===== src/rtl/router_out_fifo.sv =====
// router_out_fifo: per-destination output FIFO of the 1x3 router with packet-boundary tracking.
// Define ROUTER_FIFO_TIMEOUT_EN to build the idle-timeout auto-flush.

module router_out_fifo #(
  parameter int DEPTH   = 16,
  parameter int WIDTH   = 8,
  parameter int TIMEOUT = 30
) (
  input  logic             clk,
  input  logic             rstn,
  input  logic             soft_rst,
  input  logic             write_enb,
  input  logic             lfd_state,
  input  logic [WIDTH-1:0] data_in,
  input  logic             read_enb,
  output logic [WIDTH-1:0] dout,
  output logic             valid_out,
  output logic             full,
  output logic             empty,
  output logic             timeout_flush
);
  localparam int AW = $clog2(DEPTH);
  localparam logic [AW:0] FULL_L = (AW+1)'(DEPTH);

  logic [WIDTH:0]   mem_q [DEPTH];
  logic [AW-1:0]    wr_ptr_q, wr_ptr_d, rd_ptr_q, rd_ptr_d;
  logic [AW:0]      occ_q, occ_d;
  logic [6:0]       pkt_cnt_q, pkt_cnt_d;
  logic [WIDTH-1:0] dout_q, dout_d;
  logic [WIDTH:0]   rd_entry_s;
  logic             wr_acc_s, rd_acc_s, tmo_fire_s, flush_s;

  assign empty      = (occ_q == {(AW+1){1'b0}});
  assign full       = (occ_q == FULL_L);
  assign valid_out  = !empty;
  assign dout       = dout_q;
  // A full FIFO drops the write even when a read frees a slot in the same cycle.
  assign wr_acc_s   = write_enb && !full;
  assign rd_acc_s   = read_enb && !empty;
  assign flush_s    = soft_rst || tmo_fire_s;
  assign rd_entry_s = mem_q[rd_ptr_q];

  // Next-state for pointers, occupancy, read data and packet counter.
  always_comb begin
    wr_ptr_d  = wr_ptr_q;
    rd_ptr_d  = rd_ptr_q;
    occ_d     = occ_q;
    pkt_cnt_d = pkt_cnt_q;
    dout_d    = dout_q;
    if (flush_s) begin
      wr_ptr_d  = {AW{1'b0}};
      rd_ptr_d  = {AW{1'b0}};
      occ_d     = {(AW+1){1'b0}};
      pkt_cnt_d = 7'd0;
      dout_d    = {WIDTH{1'b0}};
    end else begin
      if (wr_acc_s) begin
        wr_ptr_d = wr_ptr_q + 1'b1;
      end else begin
        wr_ptr_d = wr_ptr_q;
      end
      if (rd_acc_s) begin
        rd_ptr_d = rd_ptr_q + 1'b1;
        dout_d   = rd_entry_s[WIDTH-1:0];
        // Header byte carries payload length in [7:2]; +1 accounts for the parity byte.
        if (rd_entry_s[WIDTH]) begin
          pkt_cnt_d = {1'b0, rd_entry_s[7:2]} + 7'd1;
        end else if (pkt_cnt_q != 7'd0) begin
          pkt_cnt_d = pkt_cnt_q - 7'd1;
        end else begin
          pkt_cnt_d = 7'd0;
        end
      end else begin
        rd_ptr_d  = rd_ptr_q;
        dout_d    = dout_q;
        pkt_cnt_d = pkt_cnt_q;
      end
      case ({wr_acc_s, rd_acc_s})
        2'b10:   occ_d = occ_q + 1'b1;
        2'b01:   occ_d = occ_q - 1'b1;
        default: occ_d = occ_q;
      endcase
    end
  end

  // Control state registers.
  always_ff @(posedge clk) begin
    if (!rstn) begin
      wr_ptr_q  <= {AW{1'b0}};
      rd_ptr_q  <= {AW{1'b0}};
      occ_q     <= {(AW+1){1'b0}};
      pkt_cnt_q <= 7'd0;
      dout_q    <= {WIDTH{1'b0}};
    end else begin
      wr_ptr_q  <= wr_ptr_d;
      rd_ptr_q  <= rd_ptr_d;
      occ_q     <= occ_d;
      pkt_cnt_q <= pkt_cnt_d;
      dout_q    <= dout_d;
    end
  end

  // Storage array; the header flag rides in the top bit of each entry.
  always_ff @(posedge clk) begin
    if (rstn && !flush_s && wr_acc_s) begin
      mem_q[wr_ptr_q] <= {lfd_state, data_in};
    end
  end

`ifdef ROUTER_FIFO_TIMEOUT_EN
  localparam logic [4:0] TMO_L = 5'(TIMEOUT);
  logic [4:0] tmo_q, tmo_d;
  logic       tflush_q, tflush_d;

  assign tmo_fire_s    = (tmo_q == TMO_L);
  assign timeout_flush = tflush_q;

  // Idle counter: soft_rst keeps it, the emptied FIFO then clears it.
  always_comb begin
    tmo_d    = tmo_q;
    tflush_d = 1'b0;
    if (soft_rst) begin
      tmo_d    = tmo_q;
      tflush_d = 1'b0;
    end else if (tmo_fire_s) begin
      tmo_d    = 5'd0;
      tflush_d = 1'b1;
    end else if (rd_acc_s || empty) begin
      tmo_d = 5'd0;
    end else if (valid_out && !read_enb) begin
      tmo_d = tmo_q + 5'd1;
    end else begin
      tmo_d = tmo_q;
    end
  end

  // Timeout registers.
  always_ff @(posedge clk) begin
    if (!rstn) begin
      tmo_q    <= 5'd0;
      tflush_q <= 1'b0;
    end else begin
      tmo_q    <= tmo_d;
      tflush_q <= tflush_d;
    end
  end
`else
  assign tmo_fire_s    = 1'b0;
  assign timeout_flush = 1'b0;
`endif

  router_out_fifo_chk #(.TIMEOUT(TIMEOUT)) u_chk (
    .clk          (clk),
    .rstn         (rstn),
    .soft_rst     (soft_rst),
    .pkt_cnt_i    (pkt_cnt_q),
    .timeout_flush(timeout_flush)
  );
endmodule

// Property checker for the packet counter and the timeout pulse.
module router_out_fifo_chk #(
  parameter int TIMEOUT = 30
) (
  input logic       clk,
  input logic       rstn,
  input logic       soft_rst,
  input logic [6:0] pkt_cnt_i,
  input logic       timeout_flush
);
  localparam bit TMO_OK = (TIMEOUT > 0) && (TIMEOUT < 32);

  a_tmo_range: assert property (@(posedge clk) TMO_OK);
  a_flush_clears_pkt: assert property (@(posedge clk) (!rstn || soft_rst) |=> (pkt_cnt_i == 7'd0));
  a_pkt_range: assert property (@(posedge clk) disable iff (!rstn) pkt_cnt_i <= 7'd64);
  a_tmo_pulse: assert property (@(posedge clk) disable iff (!rstn) timeout_flush |=> !timeout_flush);
endmodule


===== config.mk =====
export PLATFORM = sky130hd
export DESIGN_NAME = router_out_fifo
export DESIGN_NICKNAME = d
export VERILOG_FILES = /design/src/rtl/router_out_fifo.sv
export SDC_FILE = /design/constraint.sdc
export NUM_CORES = 1
export LEC_CHECK = 0
export CORE_MARGIN = 5
export CORE_UTILIZATION = 45
export CTS_CLUSTER_DIAMETER = 50
export DETAILED_ROUTE_END_ITERATION = 12
export PLACE_DENSITY = 0.61
export SKIP_LAST_GASP = 1
export SLEW_MARGIN = 20
export SYNTH_ARGS = -nofsm -noshare
export SYNTH_HDL_FRONTEND = slang
export SYNTH_SLANG_ARGS = --single-unit

===== constraint.sdc =====
create_clock -name clk -period 2.5 [get_ports clk]
set_input_delay 0.5 -clock clk [delete_from_list [all_inputs] [get_ports clk]]
set_output_delay 0.5 -clock clk [all_outputs]
set_load 0.005 [all_outputs]

==> results of run 1 <==
[critical path, cell delays in order (launching register included)]
cell and delay (ns):
dfxtp_4 0.36, nor4_4 0.37, buf_4 0.18, and2_1 0.12, clkdlybuf4s50_1 0.49
[per-stage QoR]
stage	cell area, um2	worst slack [ns]	TNS, ns	total power [mW]
3_3_place_gp	6556	-0.2583	-0.2664	2.971
6_report	7239	0.07712	0	5.566
4_1_cts	7194	0.01524	0	5.597
2_1_floorplan	5966	0.06108	0	2.865
5_1_grt	7239	0.006022	0	5.756
3_5_place_dp	6556	-0.3087	-0.4162	2.977
[registers in the layout, indices dropped and copies added, names as in the netlist]
name      flops
dout          8
mem_q       128
occ_q         5
rd_ptr_q      4
wr_ptr_q      4
[layout by cell type (no fill, tap or decap), drive strengths merged, types with 5 or more instances in the layout]
cell type / netlist / routed
a21oi: 5 / 5
a22oi: 8 / 8
a31oi: 8 / 8
buf: 14 / 34
clkbuf: 5 / 26
clkdlybuf4s50: 0 / 23
dfxtp: 21 / 21
edfxtp: 128 / 128
ha: 9 / 9
inv: 9 / 10
mux2i: 33 / 33
mux4: 16 / 16
nand2: 8 / 8
nor2: 39 / 39
nor2b: 5 / 5
o21ai: 10 / 10
o22ai: 16 / 16
xor2: 6 / 6
[what timing repair did]
| action | 4_1_cts | 5_1_grt |
|---|---|---|
| pin swaps | 1 | 2 |
| buffers inserted | 1 | 2 |
| cloned | 0 | 0 |
| setup endpoints to repair | 1 | 3 |
| resized for setup | 1 | 10 |
| hold buffers | 0 | 0 |
[how the worst min path moves through the flow]
stage          startpoint        to  slack [ns]  depth (start not counted)
5_1_grt           dout[7]   dout[7]        0.57                          2
6_report          dout[1]   dout[1]        0.55                          2
2_1_floorplan    occ_q[3]  occ_q[3]        0.51                          2
3_5_place_dp      dout[1]   dout[1]        0.53                          2
4_1_cts           dout[1]   dout[1]        0.54                          2
3_3_place_gp     occ_q[3]  occ_q[3]        0.53                          2
[report_power, final]
group	leakage (nW)	switching, mW	total, mW	internal, mW
registers	1.32	0.00896	2.72	2.71
clock network	0.310	0.930	2.63	1.70
logic	0.703	0.117	0.213	0.0957
total	2.34	1.06	5.57	4.51
[area by class of cell]
type | instances | area (um2)
Fill cell | 1042 | 5898
Clock inverter | 6 | 85.08
Timing Repair Buffer | 57 | 510.5
Multi-Input combinational cell | 187 | 1577
Clock buffer | 26 | 543.0
Inverter | 9 | 33.78
Sequential cell | 149 | 4270
Tap cell | 176 | 220.2
[cell families (layout without fill, tap and decap cells)]
logic type,Yosys count,after routing,share of synthesized area [%]
flip-flops,149,149,71.48
AND/OR/NAND/NOR,67,67,5.390
AO/OA/AOI/OAI,52,52,5.474
multiplexers,49,49,11.64
buffers and inverters,28,98,2.558
adder cells (fa/ha/maj),10,10,2.223
XOR/XNOR,8,8,1.175
other,1,1,0.06286
[cells in the mapped netlist, drive strengths merged]
| cell | count | area [um2] |
|---|---|---|
| xnor2 | 2 | 17.52 |
| dfxtp | 21 | 420.4 |
| nor2 | 39 | 146.4 |
| nand2b | 1 | 6.260 |
| ha | 9 | 112.6 |
| a21boi | 2 | 18.77 |
| buf | 14 | 90.08 |
| conb | 1 | 3.750 |
| a21oi | 5 | 25.02 |
| nand2 | 8 | 30.03 |
| nand4 | 2 | 12.51 |
| fa | 1 | 20.02 |
| o31ai | 1 | 7.510 |
| inv | 9 | 33.78 |
| nor2b | 5 | 31.28 |
| nand3b | 2 | 15.01 |
| nor4 | 1 | 21.27 |
| and2 | 1 | 6.260 |
| edfxtp | 128 | 3844 |
| clkbuf | 5 | 28.77 |
| mux2i | 33 | 330.3 |
| a31oi | 8 | 50.05 |
| xor2 | 6 | 52.55 |
| o22ai | 16 | 100.1 |
| a21o | 1 | 7.510 |
| o21ai | 10 | 50.05 |
| nor4b | 1 | 8.760 |
| or3 | 3 | 23.77 |
| nor3 | 1 | 5.000 |
| a211oi | 1 | 7.510 |
| a22oi | 8 | 60.06 |
| mux4 | 16 | 364.1 |
| nand3 | 3 | 15.01 |
[per-layer routing]
metal	share of wire [%]	up-vias	GRT usage (%)	wire length (um)
li1	-	1523	-	-
met1	44	1611	21.85	5276
met2	49	105	25.62	5943
met3	5.7	9	4.435	691
met4	1.3	0	5.612	163
met5	0	-	0	0
==> impl_summary.txt, run 1 <==
----------------------------------------------------
[Drt]
  Remaining design rule violation count ... 0
  WL final ... between 10000 and 15000 um
  Post-DR wirelength/cell ... about 20 um
  Number of nets still failing antenna checks after routing ... 0
  Number of optimization iterations in the first detailed-route pass ... 5
  Count of vias placed by the detailed router ... around 3200
  Initial DRC Count ... 223
  Via-per-instance ratio ... about 5.3

[Setup path]
  Critical path data required time ... roughly 2.0 ns
  Type of the worst setup path ... reg2out
  Critical path endpoint category ... output port
  Critical path peak fanout ... 4
  Critical register-to-register path startpoint ... occ_q[1]
  Kind of start point of the critical path ... flip-flop
  Data arrival at the endpoint of the critical path ... approximately 1.9 ns
  Timing endpoint of the critical path ... full
  Crit path launch ... occ_q[1]
  R2r endpoint ... occ_q[4]
  Flop2flop setup slack ... roughly 0.12 ns
  Path depth of the worst reg2reg path ... 9

[Global routing]
  Vias in the first global route ... between 3000 and 4000
  GRT Resource Usage Total ... roughly 16%
  Wire length of the first global-routing pass ... around 19000 um
  Maximum number of pins on one net before global-route repair ... 24
  Initial antenna violation count ... 0
  Global route total overflow ... 0

[Clock tree]
  Clock Sink Count ... 149
  Number of H-tree branching levels ... 4
  Clock input transition at the sequential cells of the worst setup and hold paths ... around 0.060 ns
  Insertion delay of the later-clocked pin in the worst-skew pair ... about 0.41 ns
  Buffer levels on the longest clock path ... 2
  Number of buffers created by CTS ... 17
  Clock tree from TritonCTS ... yes
  Cell at the root of the clock tree ... clkbuf_16

[Cells and area]
  Diodes inserted ... 0
  Final core area utilization ... about 55%
  Share of cells above drive strength 1 ... around a fifth
  Final non-filler cell total ... 610
  Layout-stage area growth over the synthesis result ... 21.35%
  # nets final ... 445

[STA]
  Maximum clock frequency ... about 410 MHz
  Setup violations, final ... 0
  Final cycle utilization of the critical path ... between 90% and 100%
  Slew of the pin with the lowest slew margin ... 0.7510 ns
  Slew HR ... between 40% and 50%
  Count of pins over their slew limit ... 0
  Setup Skew ... between 0.01 and 0.015 ns
  RSZ-0062 raised after global routing ... no
  Fin Hold WS ... around 0.55 ns
  Minimum period implied by the final worst setup slack ... between 2 and 2.5 ns
  Final Hold Fails ... 0

[Floorplanning]
  Height of the die ... around 130 um
  Initial standard-cell utilization of the core ... between 40% and 50%
  Core Box Area ... between 10000 and 15000 um2
  Number of placed I/O pins ... 26
  Area of the die ... roughly 16000 um2
  Standard-cell rows ... 42
  DIE WIDTH ... 125.1 um

[Placement]
  Placed Instances ... 575
  Count of input and output buffers ... 23
  Routability congestion estimate from global placement ... between 0.7 and 0.8
  Post-detail-place hpwl ... 7707 um

[Synth]
  Cell variety after synth ... 40
  Cell count after synthesis ... 364
  Synthesized area per cell ... about 16 um2
  Sequential element share of the synthesized area ... between 70% and 80%
  Number of flip-flops and latches in the synthesized netlist ... 149
  Total standard cell area after synthesis ... 5966 um2
  Net count of the mapped netlist ... a little under 400
  Synthesis warning total ... 0

[Power and ir drop]
  Worst VDD drop ... approximately 430 uV
  Power density relative to cell area ... between 700 and 800 nW/um2
  Leakage dissipation ... ~2.3 nW

[Min path]
  Type of the most critical hold path ... reg2reg

[Outcome]
  Status ... completed

[Run]
  Total of max-cap violations ... 0

----------------------------------------------------
Note: power is estimated with default switching activity, not from simulation.
==> run 2: changes to the inputs <==
--- a/config.mk
+++ b/config.mk
@@ -6,10 +6,10 @@
 export NUM_CORES = 1
 export LEC_CHECK = 0
 export CORE_MARGIN = 5
-export CORE_UTILIZATION = 45
+export CORE_UTILIZATION = 50
 export CTS_CLUSTER_DIAMETER = 50
 export DETAILED_ROUTE_END_ITERATION = 12
-export PLACE_DENSITY = 0.61
+export PLACE_DENSITY = 0.66
 export SKIP_LAST_GASP = 1
 export SLEW_MARGIN = 20
 export SYNTH_ARGS = -nofsm -noshare
==> run 2 against run 1 <==
  * Global-route usage increased by 1.5 points
  * Register-to-register slack improved by 0.05 ns
  * Via count increased by 0.92%
  * Non-clock buffer count increased by 2
  * First-iteration DRC count increased by 67%
  * Sequential power about the same
  * Combinational power increased by 2%
  * Cell area decreased by 1.1%
  * Critical path type is now reg2reg
  * Largest cell class unchanged
==> impl_summary.txt, run 2 (synthesis results as in run 1) <==
----------------------------------------------------
[Min path]
  Type of the most critical hold path ... reg2reg
  Worst hold path cell count ... 2

[Setup path]
  Type of the worst setup path ... reg2reg
  Critical path endpoint category ... flip-flop
  Critical path peak fanout ... 4
  Kind of start point of the critical path ... flip-flop
  Path depth of the worst reg2reg path ... 12
  Critical path data required time ... around 2.8 ns
  Data arrival at the endpoint of the critical path ... ~2.7 ns

[STA]
  RSZ-0062 raised after global routing ... no
  Setup violations, final ... 0
  Setup Skew ... between 0.008 and 0.009 ns
  Slew HR ... a little over half
  Final cycle utilization of the critical path ... around 93%
  Fin Hold WS ... between 0.5 and 0.6 ns
  Final Hold Fails ... 0
  Aggregate negative setup slack ... 0 ns
  Slew of the pin with the lowest slew margin ... 0.7071 ns
  Minimum period implied by the final worst setup slack ... 2.328 ns
  Maximum clock frequency ... roughly 430 MHz
  Count of pins over their slew limit ... 0

[Clock tree]
  Insertion delay of the later-clocked pin in the worst-skew pair ... between 0.4 and 0.5 ns
  Number of buffers created by CTS ... 17
  Clock tree from TritonCTS ... yes
  Clock Sink Count ... approximately 150
  Number of H-tree branching levels ... 4
  Cell at the root of the clock tree ... clkbuf_16
  Buffer levels on the longest clock path ... 2
  Clock input transition at the sequential cells of the worst setup and hold paths ... ~0.06 ns

[Drt]
  Post-DR wirelength/cell ... between 20 and 25 um
  WL final ... 11930 um
  Number of nets still failing antenna checks after routing ... 0
  Count of vias placed by the detailed router ... between 3000 and 4000
  Remaining design rule violation count ... 0
  Initial DRC Count ... 372
  Via-per-instance ratio ... approximately 5.7
  Number of optimization iterations in the first detailed-route pass ... 5

[Global routing]
  Global route total overflow ... 0
  Vias in the first global route ... 3217
  Initial antenna violation count ... 0
  Wire length of the first global-routing pass ... around 18000 um
  Maximum number of pins on one net before global-route repair ... 24
  GRT Resource Usage Total ... 17.71%

[Cells and area]
  Register with the most flip-flops ... mem_q
  Most frequent cells in the layout ... edfxtp_1 (128), nor2_1 (39), buf_4 (36)
  Most common cell after layout, fill and taps aside ... edfxtp_1
  Final non-filler cell total ... ~580
  Area of all placed cells without fillers ... just over 7000 um2
  # nets final ... approximately 450
  Max FFs per register ... around 130
  Diodes inserted ... 0
  Layout-stage area growth over the synthesis result ... 20.07%
  Share of cells above drive strength 1 ... ~21%

[Placement]
  Post-detail-place hpwl ... approximately 7700 um
  Cell Area, Placed ... 6513 um2
  Routability congestion estimate from global placement ... 0.8136
  Placed Instances ... ~550
  Count of input and output buffers ... 23

[Floorplanning]
  Core Box Area ... 11560 um2
  DIE WIDTH ... approximately 120 um
  Number of placed I/O pins ... 26
  Area of the die ... approximately 14000 um2
  Standard-cell rows ... 39
  Initial standard-cell utilization of the core ... between 50% and 60%
  Height of the die ... 119.2 um

[Power and ir drop]
  Leakage dissipation ... roughly 2.3 nW
  Worst VDD drop ... ~410 uV
  Power density relative to cell area ... ~770 nW/um2

[Outcome]
  Status ... completed

[Run]
  Total of max-cap violations ... 0

----------------------------------------------------
[run 2: cell types whose count changed in the layout (fill, tap and decap cells not counted), moves of 2 or more]
cell	delta
clkbuf_1	-2
clkinv_2	+2
clkbuf_8	-2
buf_12	-2
clkbuf_16	-3
bufinv_16	+2
buf_4	+4
[run 2: critical path, cell delays in order, from the launching register on]
cell and delay, ns:
dfxtp_1 0.33, nor4_4 0.27, buf_4 0.18, a21boi_2 0.07, inv_2 0.07, ha_4 0.15
inv_1 0.07, fa_2 0.34, nor2b_2 0.13, o21ai_1 0.10, nor4b_4 0.15, or3_1 0.30
a21oi_1 0.12
[run 2: timing repair]
action,in CTS,in global routing
pin swaps,2,2
setup buffers,0,2
setup endpoints to repair,1,1
hold endpoints to repair,0,0
hold buffers,0,0
gates resized for setup,2,9
[run 2: power breakdown]
group,switching [mW],internal (mW)
sequential,0.00804,2.71
clock,0.904,1.65
combinational,0.120,0.0971
total,1.03,4.46
[run 2: path summary, 6_finish.rpt]
check / from / endpoint / slack (ns)
worst max-delay path: occ_q[0] / occ_q[4] / 0.17
worst min-delay path: occ_q[3] / occ_q[3] / 0.51
worst max register to register: occ_q[0] / occ_q[4] / 0.17
worst min register to register: occ_q[3] / occ_q[3] / 0.51
[run 2: layout make-up]
| type | count | area, um2 |
|---|---|---|
| Clock buffer | 19 | 432.9 |
| Clock inverter | 11 | 160.2 |
| Fill cell | 838 | 4402 |
| Inverter | 9 | 33.78 |
| Multi-Input combinational cell | 187 | 1590 |
| Sequential cell | 149 | 4267 |
| Tap cell | 143 | 178.9 |
| Timing Repair Buffer | 59 | 500.5 |
[run 2: metrics by stage]
step / util [%] / setup WS, ns / total power, mW
after CTS: 61.47 / 0.005054 / 5.516
final: 61.94 / 0.1719 / 5.490
after detailed placement: 56.31 / -0.3134 / 2.976
after global placement: 56.31 / -0.2754 / 2.970
after floorplan: - / 0.06108 / 2.865
after global routing: 61.94 / 0.03501 / 5.661
[run 2: per-layer routing]
| layer | up-vias | wire [um] | global-route usage, % |
|---|---|---|---|
| li1 | 1523 | - | - |
| met1 | 1665 | 5302 | 24.45 |
| met2 | 84 | 5881 | 27.80 |
| met3 | 6 | 651 | 4.408 |
| met4 | 0 | 89 | 5.865 |
| met5 | - | 0 | 0 |
